File: config.mk
export PLATFORM = sky130hd
export DESIGN_NAME = if_fetch_queue
export DESIGN_NICKNAME = d
export VERILOG_FILES = /design/src/rtl/if_fetch_queue.sv
export SDC_FILE = /design/constraint.sdc
export NUM_CORES = 1
export LEC_CHECK = 0
export ABC_AREA = 1
export CAP_MARGIN = 20
export CELL_PAD_IN_SITES_DETAIL_PLACEMENT = 1
export CELL_PAD_IN_SITES_GLOBAL_PLACEMENT = 1
export CORE_UTILIZATION = 48
export CTS_BUF_LIST = sky130_fd_sc_hd__clkbuf_8
export DETAILED_ROUTE_END_ITERATION = 10
export GPL_ROUTABILITY_DRIVEN = 1
export PLACE_DENSITY_LB_ADDON = 0.1
export SLEW_MARGIN = 20
export SYNTH_ARGS = -nofsm -noshare
export SYNTH_HDL_FRONTEND = slang
export SYNTH_SLANG_ARGS = --single-unit
File: constraint.sdc
create_clock -name clk -period 8.3 [get_ports clk]
set_input_delay 0.83 -clock clk [delete_from_list [all_inputs] [get_ports clk]]
set_output_delay 0.83 -clock clk [all_outputs]
set_load 0.01 [all_outputs]
File: src/rtl/if_fetch_queue.sv
// Instruction-fetch front end: sequential PC generation feeding a small {pc, inst} FIFO.
// One-cycle fetch-to-output latency; IF/ID stalls fill the queue, and the PC only holds once it is full.
module if_fetch_queue #(
    parameter int                    ADDR_WIDTH   = 32,
    parameter int                    INST_WIDTH   = 32,
    parameter logic [ADDR_WIDTH-1:0] RESET_VECTOR = '0,
    parameter int                    FQ_DEPTH     = 4
) (
    input  logic                        clk,
    input  logic                        rst,
    input  logic                        redirect_valid,
    input  logic [ADDR_WIDTH-1:0]       redirect_addr,
    output logic [ADDR_WIDTH-1:0]       imem_addr,
    output logic                        imem_req,
    input  logic [INST_WIDTH-1:0]       imem_rdata,
    output logic                        out_valid,
    input  logic                        out_ready,
    output logic [ADDR_WIDTH-1:0]       out_pc,
    output logic [INST_WIDTH-1:0]       out_inst,
    output logic [$clog2(FQ_DEPTH):0]   fq_count
);

    localparam int PW = $clog2(FQ_DEPTH);
    localparam int CW = PW + 1;

    logic [ADDR_WIDTH-1:0] fetch_pc_q, fetch_pc_d;
    logic [PW-1:0]         rd_ptr_q, rd_ptr_d;
    logic [PW-1:0]         wr_ptr_q, wr_ptr_d;
    logic [CW-1:0]         count_q, count_d;
    logic [ADDR_WIDTH-1:0] pc_mem_q   [FQ_DEPTH];
    logic [INST_WIDTH-1:0] inst_mem_q [FQ_DEPTH];
    logic                  pop;
    logic                  fetch;

    // A pending redirect hides the stale head so IF/ID never consumes wrong-path work.
    assign out_valid = (count_q != '0) && !redirect_valid;
    assign pop       = out_valid && out_ready;
    // A full queue may still fetch when the head leaves in the same cycle.
    assign fetch     = !redirect_valid && ((count_q < CW'(FQ_DEPTH)) || pop);

    assign imem_addr = fetch_pc_q;
    assign imem_req  = fetch;
    assign out_pc    = pc_mem_q[rd_ptr_q];
    assign out_inst  = inst_mem_q[rd_ptr_q];
    assign fq_count  = count_q;

    always_comb begin
        fetch_pc_d = fetch_pc_q;
        rd_ptr_d   = rd_ptr_q;
        wr_ptr_d   = wr_ptr_q;
        count_d    = count_q;
        if (redirect_valid) begin
            fetch_pc_d = {redirect_addr[ADDR_WIDTH-1:2], 2'b00};
            rd_ptr_d   = wr_ptr_q;
            count_d    = '0;
        end else begin
            if (fetch) begin
                fetch_pc_d = fetch_pc_q + ADDR_WIDTH'(4);
                wr_ptr_d   = wr_ptr_q + PW'(1);
            end
            if (pop) begin
                rd_ptr_d = rd_ptr_q + PW'(1);
            end
            case ({fetch, pop})
                2'b10:   count_d = count_q + CW'(1);
                2'b01:   count_d = count_q - CW'(1);
                default: count_d = count_q;
            endcase
        end
    end

    always_ff @(posedge clk or posedge rst) begin
        if (rst) begin
            fetch_pc_q <= RESET_VECTOR;
            rd_ptr_q   <= '0;
            wr_ptr_q   <= '0;
            count_q    <= '0;
        end else begin
            fetch_pc_q <= fetch_pc_d;
            rd_ptr_q   <= rd_ptr_d;
            wr_ptr_q   <= wr_ptr_d;
            count_q    <= count_d;
        end
    end

    // Entry contents need no reset: they are only visible once count marks them valid.
    always_ff @(posedge clk) begin
        if (fetch) begin
            pc_mem_q[wr_ptr_q]   <= fetch_pc_q;
            inst_mem_q[wr_ptr_q] <= imem_rdata;
        end
    end

endmodule

==> summary.md, run 1 <==
| Metric | Value |
|---|---|
| Status | `finished clean` |
| Post-synthesis mux area share | `0.0008346` |
| Max Freq | `258.5 MHz` |
| Kind of critical path | `reg2out` |
| I/O Buffers | `162` |
| Crit-path slowest cell | `clkdlybuf4s50_1` |
| Worst path top cell family by delay | `buffers and inverters` |
| CTS Buf Count | `46` |
| Worst Path Arrival | `3.04 ns` |
| Worst-skew pair later-pin latency | `0.54 ns` |
| Crit-path max FO | `64` |
| Synth Flop Type | `edfxtp_1` |
| Asr flop ratio synth | `0.1298` |
| XOR/XNOR share of the synthesized area | `0.0007302` |
| Post-CTS resize count | `0` |
| Hold/Removal Path Class | `reg2reg` |
| DRT Pass-1 Iters | `4` |
| Fin crit share | `0.4660` |
| Post-CTS Setup Repair Bufs | `0` |
| Final Skew | `0.01503 ns` |
| Post-synth top cells | `248 x edfxtp_1, 167 x nor2_1, 159 x o21ai_0, 149 x nand2_1, 65 x o22ai_1` |
| Crit-path cells | `clkinv_2 > buf_4 > buf_16 > o21ai_0 > o22ai_1 > clkdlybuf4s50_1` |
| Area of the multi-input gates | `3158 um^2` |
| Post-synthesis compound-gate area fraction | `0.1119` |
| Mapped Cells | `1,055` |
| WP buf/inv | `4` |
| Critical Path RT | `7.47 ns` |
| Top-area cell type share of the netlist area | `0.6209` |
| Antenna cell count | `0` |
| Leak | `5.344 nW` |
| First-pass GRT wire length | `48,830 um` |
| Fill cells | `2,592` |
| Die Wd | `160.1 um` |
| Starting Density | `0.4917` |
| Reg-to-reg endpoint | `inst_mem_q[0][13]$_DFFE_PP_` |
| Register area | `8378 um^2` |
| Simple-gate share of the synthesized area | `0.1388` |
| Mean Syn Cell Area | `11.37 um^2` |
| Sink Count | `285` |
| RSZ-0062 raised after global routing | `false` |
| EDFF count, synth | `248` |
| Mapped Area | `11,990 um^2` |
| YS warnings | `0` |
| CTS Buffer Depth | `3` |
| Area Growth Syn to Fin | `23.02%` |
| Detail Route Antenna Nets | `0` |
| WP depth | `6` |
| Total die area | `25,620 um^2` |
| # DRC | `0` |
| Seq cells post-synth | `285` |
| Setup Viol. Count Final | `0` |
| Max Cap Viol | `0` |
| Setup crit end kind | `primary output` |
| R2R setup slack | `5.40 ns` |
| Grt ovf | `0` |
| Via count | `8,561` |
| Avg WL per Cell | `19.75 um` |
| Crit path launch | `rd_ptr_q[0]$_DFFE_PP0P_` |
| Leading area contributor after synthesis | `edfxtp_1` |
| Netlist cell types | `34` |
| Total GRT Usage | `0.2463` |
| Fin util | `0.6050` |
| Synth Area in Adders | `0.006885` |
| DP HPWL | `18,980 um` |
| Worst reg-to-reg path cell count | `4` |
| Crit path time final | `3.868 ns` |
| Startpoint Class | `flip-flop` |
| Ratio of cells with drive above 1 in the final layout | `0.08692` |
| Largest net degree at the start of global routing | `117` |
| Final Max Tran Viols | `0` |
| Drt via density | `5.425` |
| Final hold vios | `0` |
| Most common cell in the netlist | `edfxtp_1` |
| Reg-to-reg startpoint | `fq_count[2]$_DFFE_PP0P_` |
| Rel. slew slack | `0.2618` |
| CTS tree | `yes` |
| Largest family of logic cells by synthesized area | `simple AND/OR/NAND/NOR gates` |
| CTS clock-pin slew for the worst setup and hold paths | `0.06 ns` |
| Total core area | `24,390 um^2` |
| Layout net count | `1,297` |
| Register area share after synthesis | `0.6981` |
| Setup crit end | `out_inst[7]` |
| Placer Congestion | `0.7918` |
| VDD IR max | `0.0001618 V` |
| H-tree level count | `2` |
| Total wire length | `31,170 um` |
| CP peak stage delay | `0.57 ns` |
| Root Buffer | `clkbuf_8` |
| Die height | `160.1 um` |
| Cts-stage hold buffer count | `0` |
| Initial DRC count | `533` |
| I/O pins | `169` |
| Vias in the first global route | `9,199` |
| Power per Cell Area | `338.2 nW/um^2` |
| Worst-margin pin slew | `1.105 ns` |
| Fin Setup TNS | `0 ns` |
| Rows | `57` |
| Initial antenna violation count | `0` |
| Placed cell areas | `13,890 um^2` |
| Final instance area | `14,760 um^2` |
| Synth area leaders | `edfxtp_1 62%, dfrtp_1 7.7%, o21ai_0 6.6%` |
==> layer usage <==
layer | vias up | share of wire | track usage | wire [um]
met5 | - | 0 | 0 | 0
met4 | 0 | 0.029 | 0.09913 | 890
met3 | 58 | 0.038 | 0.03299 | 1195
met2 | 208 | 0.51 | 0.4411 | 15900
met1 | 4251 | 0.42 | 0.3002 | 13180
li1 | 4044 | - | - | -
==> cell type report <==
class                   instances  area share
inverters                      66     0.01687
multi-input cells             651      0.2140
well taps                     324     0.02747
flip-flops and latches        285      0.5678
clock buffers                  48     0.04477
clock inverters                31     0.01196
repair buffers                173      0.1171
==> flip-flops by register name, indices dropped and copies added, names as in the netlist <==
name and flops:
pc_mem_q 120, wr_ptr_q 2, fq_count 3, inst_mem_q 128
imem_addr 30, rd_ptr_q 2
==> worst min-delay path by stage <==
stage                     cells after the start                    start                 endpoint
after floorplan                               1  wr_ptr_q[0]$_DFFE_PP0P_  wr_ptr_q[0]$_DFFE_PP0P_
after global placement                        1  wr_ptr_q[0]$_DFFE_PP0P_  wr_ptr_q[0]$_DFFE_PP0P_
after detailed placement                      1  wr_ptr_q[0]$_DFFE_PP0P_  wr_ptr_q[0]$_DFFE_PP0P_
after CTS                                     1  wr_ptr_q[0]$_DFFE_PP0P_  wr_ptr_q[0]$_DFFE_PP0P_
after global routing                          1  wr_ptr_q[0]$_DFFE_PP0P_  wr_ptr_q[0]$_DFFE_PP0P_
final                                         1  wr_ptr_q[0]$_DFFE_PP0P_  wr_ptr_q[0]$_DFFE_PP0P_
==> per-stage QoR <==
step | hold WS, ns | cells | power, mW | setup WS [ns]
detailed placement | 0.5662 | 1498 | 3.908 | 3.873
CTS | 0.5775 | 1577 | 5.033 | 4.122
global route | 0.5978 | 1578 | 5.254 | 4.254
global placement | 0.5653 | 1498 | 3.835 | 3.879
finish | 0.5782 | 1578 | 4.990 | 4.432
floorplan | 0.5111 | 1059 | 2.987 | 3.811
==> cell usage in the layout (no fill, tap or decap), types with 4 or more instances in the layout <==
master,instances
ha_1,5
nand2_1,149
nor2_1,163
o22ai_1,65
clkinv_2,4
nor2_4,11
clkbuf_8,48
clkdlybuf4s50_1,162
clkinv_1,9
buf_4,9
o21ai_1,9
nor2_2,9
a21oi_1,8
conb_1,5
nand3_1,37
edfxtp_1,248
o21ai_0,159
nand2_2,12
inv_1,78
dfrtp_1,35
==> power by group <==
part           internal (mW)  switching [mW]  leakage [nW]
combinational          0.744            1.04          2.17
sequential              1.90           0.185          2.69
clock                  0.593           0.525         0.485
==> cells by family (layout without fill, tap and decap cells) <==
logic type	Yosys count	count (layout)
AO/OA/AOI/OAI	248	248
XOR/XNOR	1	1
adder cells (fa/ha/maj)	6	6
buffers and inverters	123	318
flip-flops	285	285
multiplexers	1	1
other	1	5
AND/OR/NAND/NOR	390	390
Power figures use the tool's default switching activity.
==> run 2, diff against run 1 <==
CORE_UTILIZATION = 45   (was 48)
clock period = 3.9 ns   (was 8.3 ns; I/O delays follow)
==> run 2 against run 1 <==
Net effect: the flow now finishes with violations (DRC); worst setup slack lost 3.7 ns; global-route usage decreased by 2.2 points; utilization decreased by 3.7 points; sequential share of layout area fell by 0.30 points; total power rose by 110%; wire length down 3.0%; largest cell class unchanged.
==> summary.md, run 2 (same netlist as run 1, synthesis figures left out) <==
| Metric | Value |
|---|---|
| Initial DRC count | `433 (-19%)` |
| Rows | `59 (+3.5%)` |
| Total core area | `26,130 um^2 (+7.1%)` |
| Kind of critical path | `reg2out` |
| Post-CTS resize count | `0 (unchanged)` |
| Crit-path max FO | `33 (-48%)` |
| Hold/Removal Path Class | `in2async` |
| Largest net degree at the start of global routing | `128 (+9.4%)` |
| Total wire length | `30,220 um (-3.0%)` |
| Worst-margin pin slew | `0.8119 ns (-0.2927 ns)` |
| VDD IR max | `0.0003233 V (+100%)` |
| Placer Congestion | `0.7880 (-0.48%)` |
| Grt ovf | `0 (unchanged)` |
| Max Freq | `318.3 MHz` |
| Fin crit share | `0.8055` |
| I/O pins | `169 (unchanged)` |
| Crit-path slowest cell | `clkdlybuf4s50_1` |
| DP HPWL | `18,680 um (-1.6%)` |
| Worst Path Arrival | `2.75 ns (-0.29 ns)` |
| Max reg flops | `128 (unchanged)` |
| Reg-to-reg startpoint | `fq_count[2]$_DFFE_PP0P_` |
| Startpoint Class | `flip-flop` |
| Crit path launch | `rd_ptr_q[1]$_DFFE_PP0P_` |
| First-pass GRT wire length | `46,390 um (-5.0%)` |
| Starting Density | `0.4590 (-0.03277)` |
| Crit path time final | `3.141 ns` |
| Part of the power in the clock network | `0.216 (-0.008)` |
| Fill cells | `2,820 (+8.8%)` |
| WP buf/inv | `3 (-1)` |
| Max Cap Viol | `0 (unchanged)` |
| Total power | `10.53 mW (+110%)` |
| Root Buffer | `clkbuf_8` |
| Placed cell areas | `14,030 um^2 (+1.0%)` |
| CTS tree | `yes` |
| Area Growth Syn to Fin | `23.67%` |
| I/O Buffers | `162 (unchanged)` |
| Final hold vios | `0 (unchanged)` |
| Largest reg by FF count | `inst_mem_q` |
| Rel. slew slack | `0.4581 (+0.1963)` |
| Switching pwr | `3.700 mW (+110%)` |
| RSZ-0062 raised after global routing | `false` |
| Crit-path cells | `inv_2 > buf_12 > o21ai_0 > o22ai_1 > clkdlybuf4s50_1` |
| CP peak stage delay | `0.59 ns (+0.02 ns)` |
| Status | `complete, but fails checks` |
| Combinational share of power | `0.364 (+0.006)` |
| Worst-skew pair later-pin latency | `0.55 ns (about the same)` |
| Leak | `5.372 nW (+0.52%)` |
| Vias in the first global route | `8,719 (-5.2%)` |
| Worst reg-to-reg path cell count | `4 (unchanged)` |
| CTS clock-pin slew for the worst setup and hold paths | `0.06 ns (about the same)` |
| Final instance area | `14,830 um^2 (+0.53%)` |
| Ratio of cells with drive above 1 in the final layout | `0.08651 (-0.0004139)` |
| CTS Buf Count | `46 (unchanged)` |
| Sink Count | `285 (unchanged)` |
| WP depth | `5 (-1)` |
| Critical Path RT | `3.51 ns (-3.96 ns)` |
| Die height | `165.3 um (+3.2%)` |
| Violated checks | `DRC` |
| DRT Pass-1 Iters | `9 (+5)` |
| Power per Cell Area | `710.2 nW/um^2 (+110%)` |
| Worst path top cell family by delay | `buffers and inverters` |
| # DRC | `22 (+22)` |
| Antenna cell count | `0 (unchanged)` |
| CTS Buffer Depth | `3 (unchanged)` |
| Final Skew | `0.02378 ns (+0.008745 ns)` |
| Avg WL per Cell | `18.95 um (-4.1%)` |
| Via count | `8,464 (-1.1%)` |
| Setup crit end kind | `primary output` |
| Final Max Tran Viols | `0 (unchanged)` |
| Drt via density | `5.307 (-2.2%)` |
| H-tree level count | `2 (unchanged)` |
| Setup Viol. Count Final | `0 (unchanged)` |
| Total die area | `27,310 um^2 (+6.6%)` |
| Post-CTS Setup Repair Bufs | `0 (unchanged)` |
| Detail Route Antenna Nets | `0 (unchanged)` |
| Die Wd | `165.3 um (+3.2%)` |
| Most common cell after layout, fill and taps aside | `edfxtp_1` |
| Initial antenna violation count | `0 (unchanged)` |
| Sw Share | `0.3513 (about the same)` |
| Layout net count | `1,301 (+0.31%)` |
| Total GRT Usage | `0.2242 (-0.02205)` |
| Seq pwr share | `0.420 (+0.002)` |
| Commonest non-fill, non-tap cells in the layout | `248 x edfxtp_1, 163 x nor2_1, 162 x clkdlybuf4s50_1, 159 x o21ai_0, 149 x nand2_1` |
| Int Pwr | `6.833 mW (+110%)` |
| Cts-stage hold buffer count | `0 (unchanged)` |
| Fin Setup TNS | `0 ns (unchanged)` |
run 2: area by class of cell:
| class | count | area (um^2) | area share |
|---|---|---|---|
| Sequential cell | 285 | 8378 | 0.5648 |
| Timing Repair Buffer | 177 | 1822 | 0.1228 |
| Clock buffer | 46 | 633.1 | 0.04268 |
| Tap cell | 335 | 419.2 | 0.02826 |
| Multi-Input combinational cell | 651 | 3158 | 0.2129 |
| Inverter | 66 | 249.0 | 0.01679 |
| Clock inverter | 35 | 173.9 | 0.01173 |
run 2: per-stage QoR:
step / setup WS [ns] / hold WS (ns) / utilization / std cells
floorplan: -0.1490 / 0.4889 / - / 1059
global placement: 1.269 / 0.5607 / 0.5367 / 1514
detailed placement: 1.267 / 0.5701 / 0.5367 / 1514
CTS: 0.6823 / 0.2105 / 0.5676 / 1595
global route: 0.5930 / 0.2604 / 0.5676 / 1595
finish: 0.7585 / 0.2171 / 0.5676 / 1595
run 2: routing by layer:
metal / track usage / share of wire
met1: 0.2800 / 0.43
met5: 0 / 0
met2: 0.4000 / 0.50
met4: 0.06547 / 0.021
met3: 0.03521 / 0.045
run 2: final timing paths:
check / endpoint / slack [ns]
setup / recovery: out_inst[23] / 0.76
hold / removal: fq_count[1]$_DFFE_PP0P_ / 0.22
setup reg to reg: pc_mem_q[0][25]$_DFFE_PP_ / 1.93
hold reg to reg: wr_ptr_q[0]$_DFFE_PP0P_ / 0.59
max in group asynchronous: imem_addr[23]$_DFFE_PP0N_ / 2.90
min in group clk: imem_addr[3]$_DFFE_PP0N_ / 0.41
run 2: power groups by stage:
stage	Sequential [mW]	Clock, mW	Combinational, mW
2_1_floorplan	4.39	0	1.96
3_3_place_gp	4.46	0	3.81
3_5_place_dp	4.49	0	3.90
4_1_cts	4.43	2.33	3.92
5_1_grt	4.49	2.45	4.21
6_report	4.42	2.28	3.83
run 2: worst register-to-register path, delay by kind of cell, from the launching register on:
family | cells | cell delay, ns
AOI/OAI and AO/OA | 1 | 0.34
buffers and inverters | 2 | 0.60
DFF | 1 | 0.44
and+or+nand+nor | 1 | 0.16
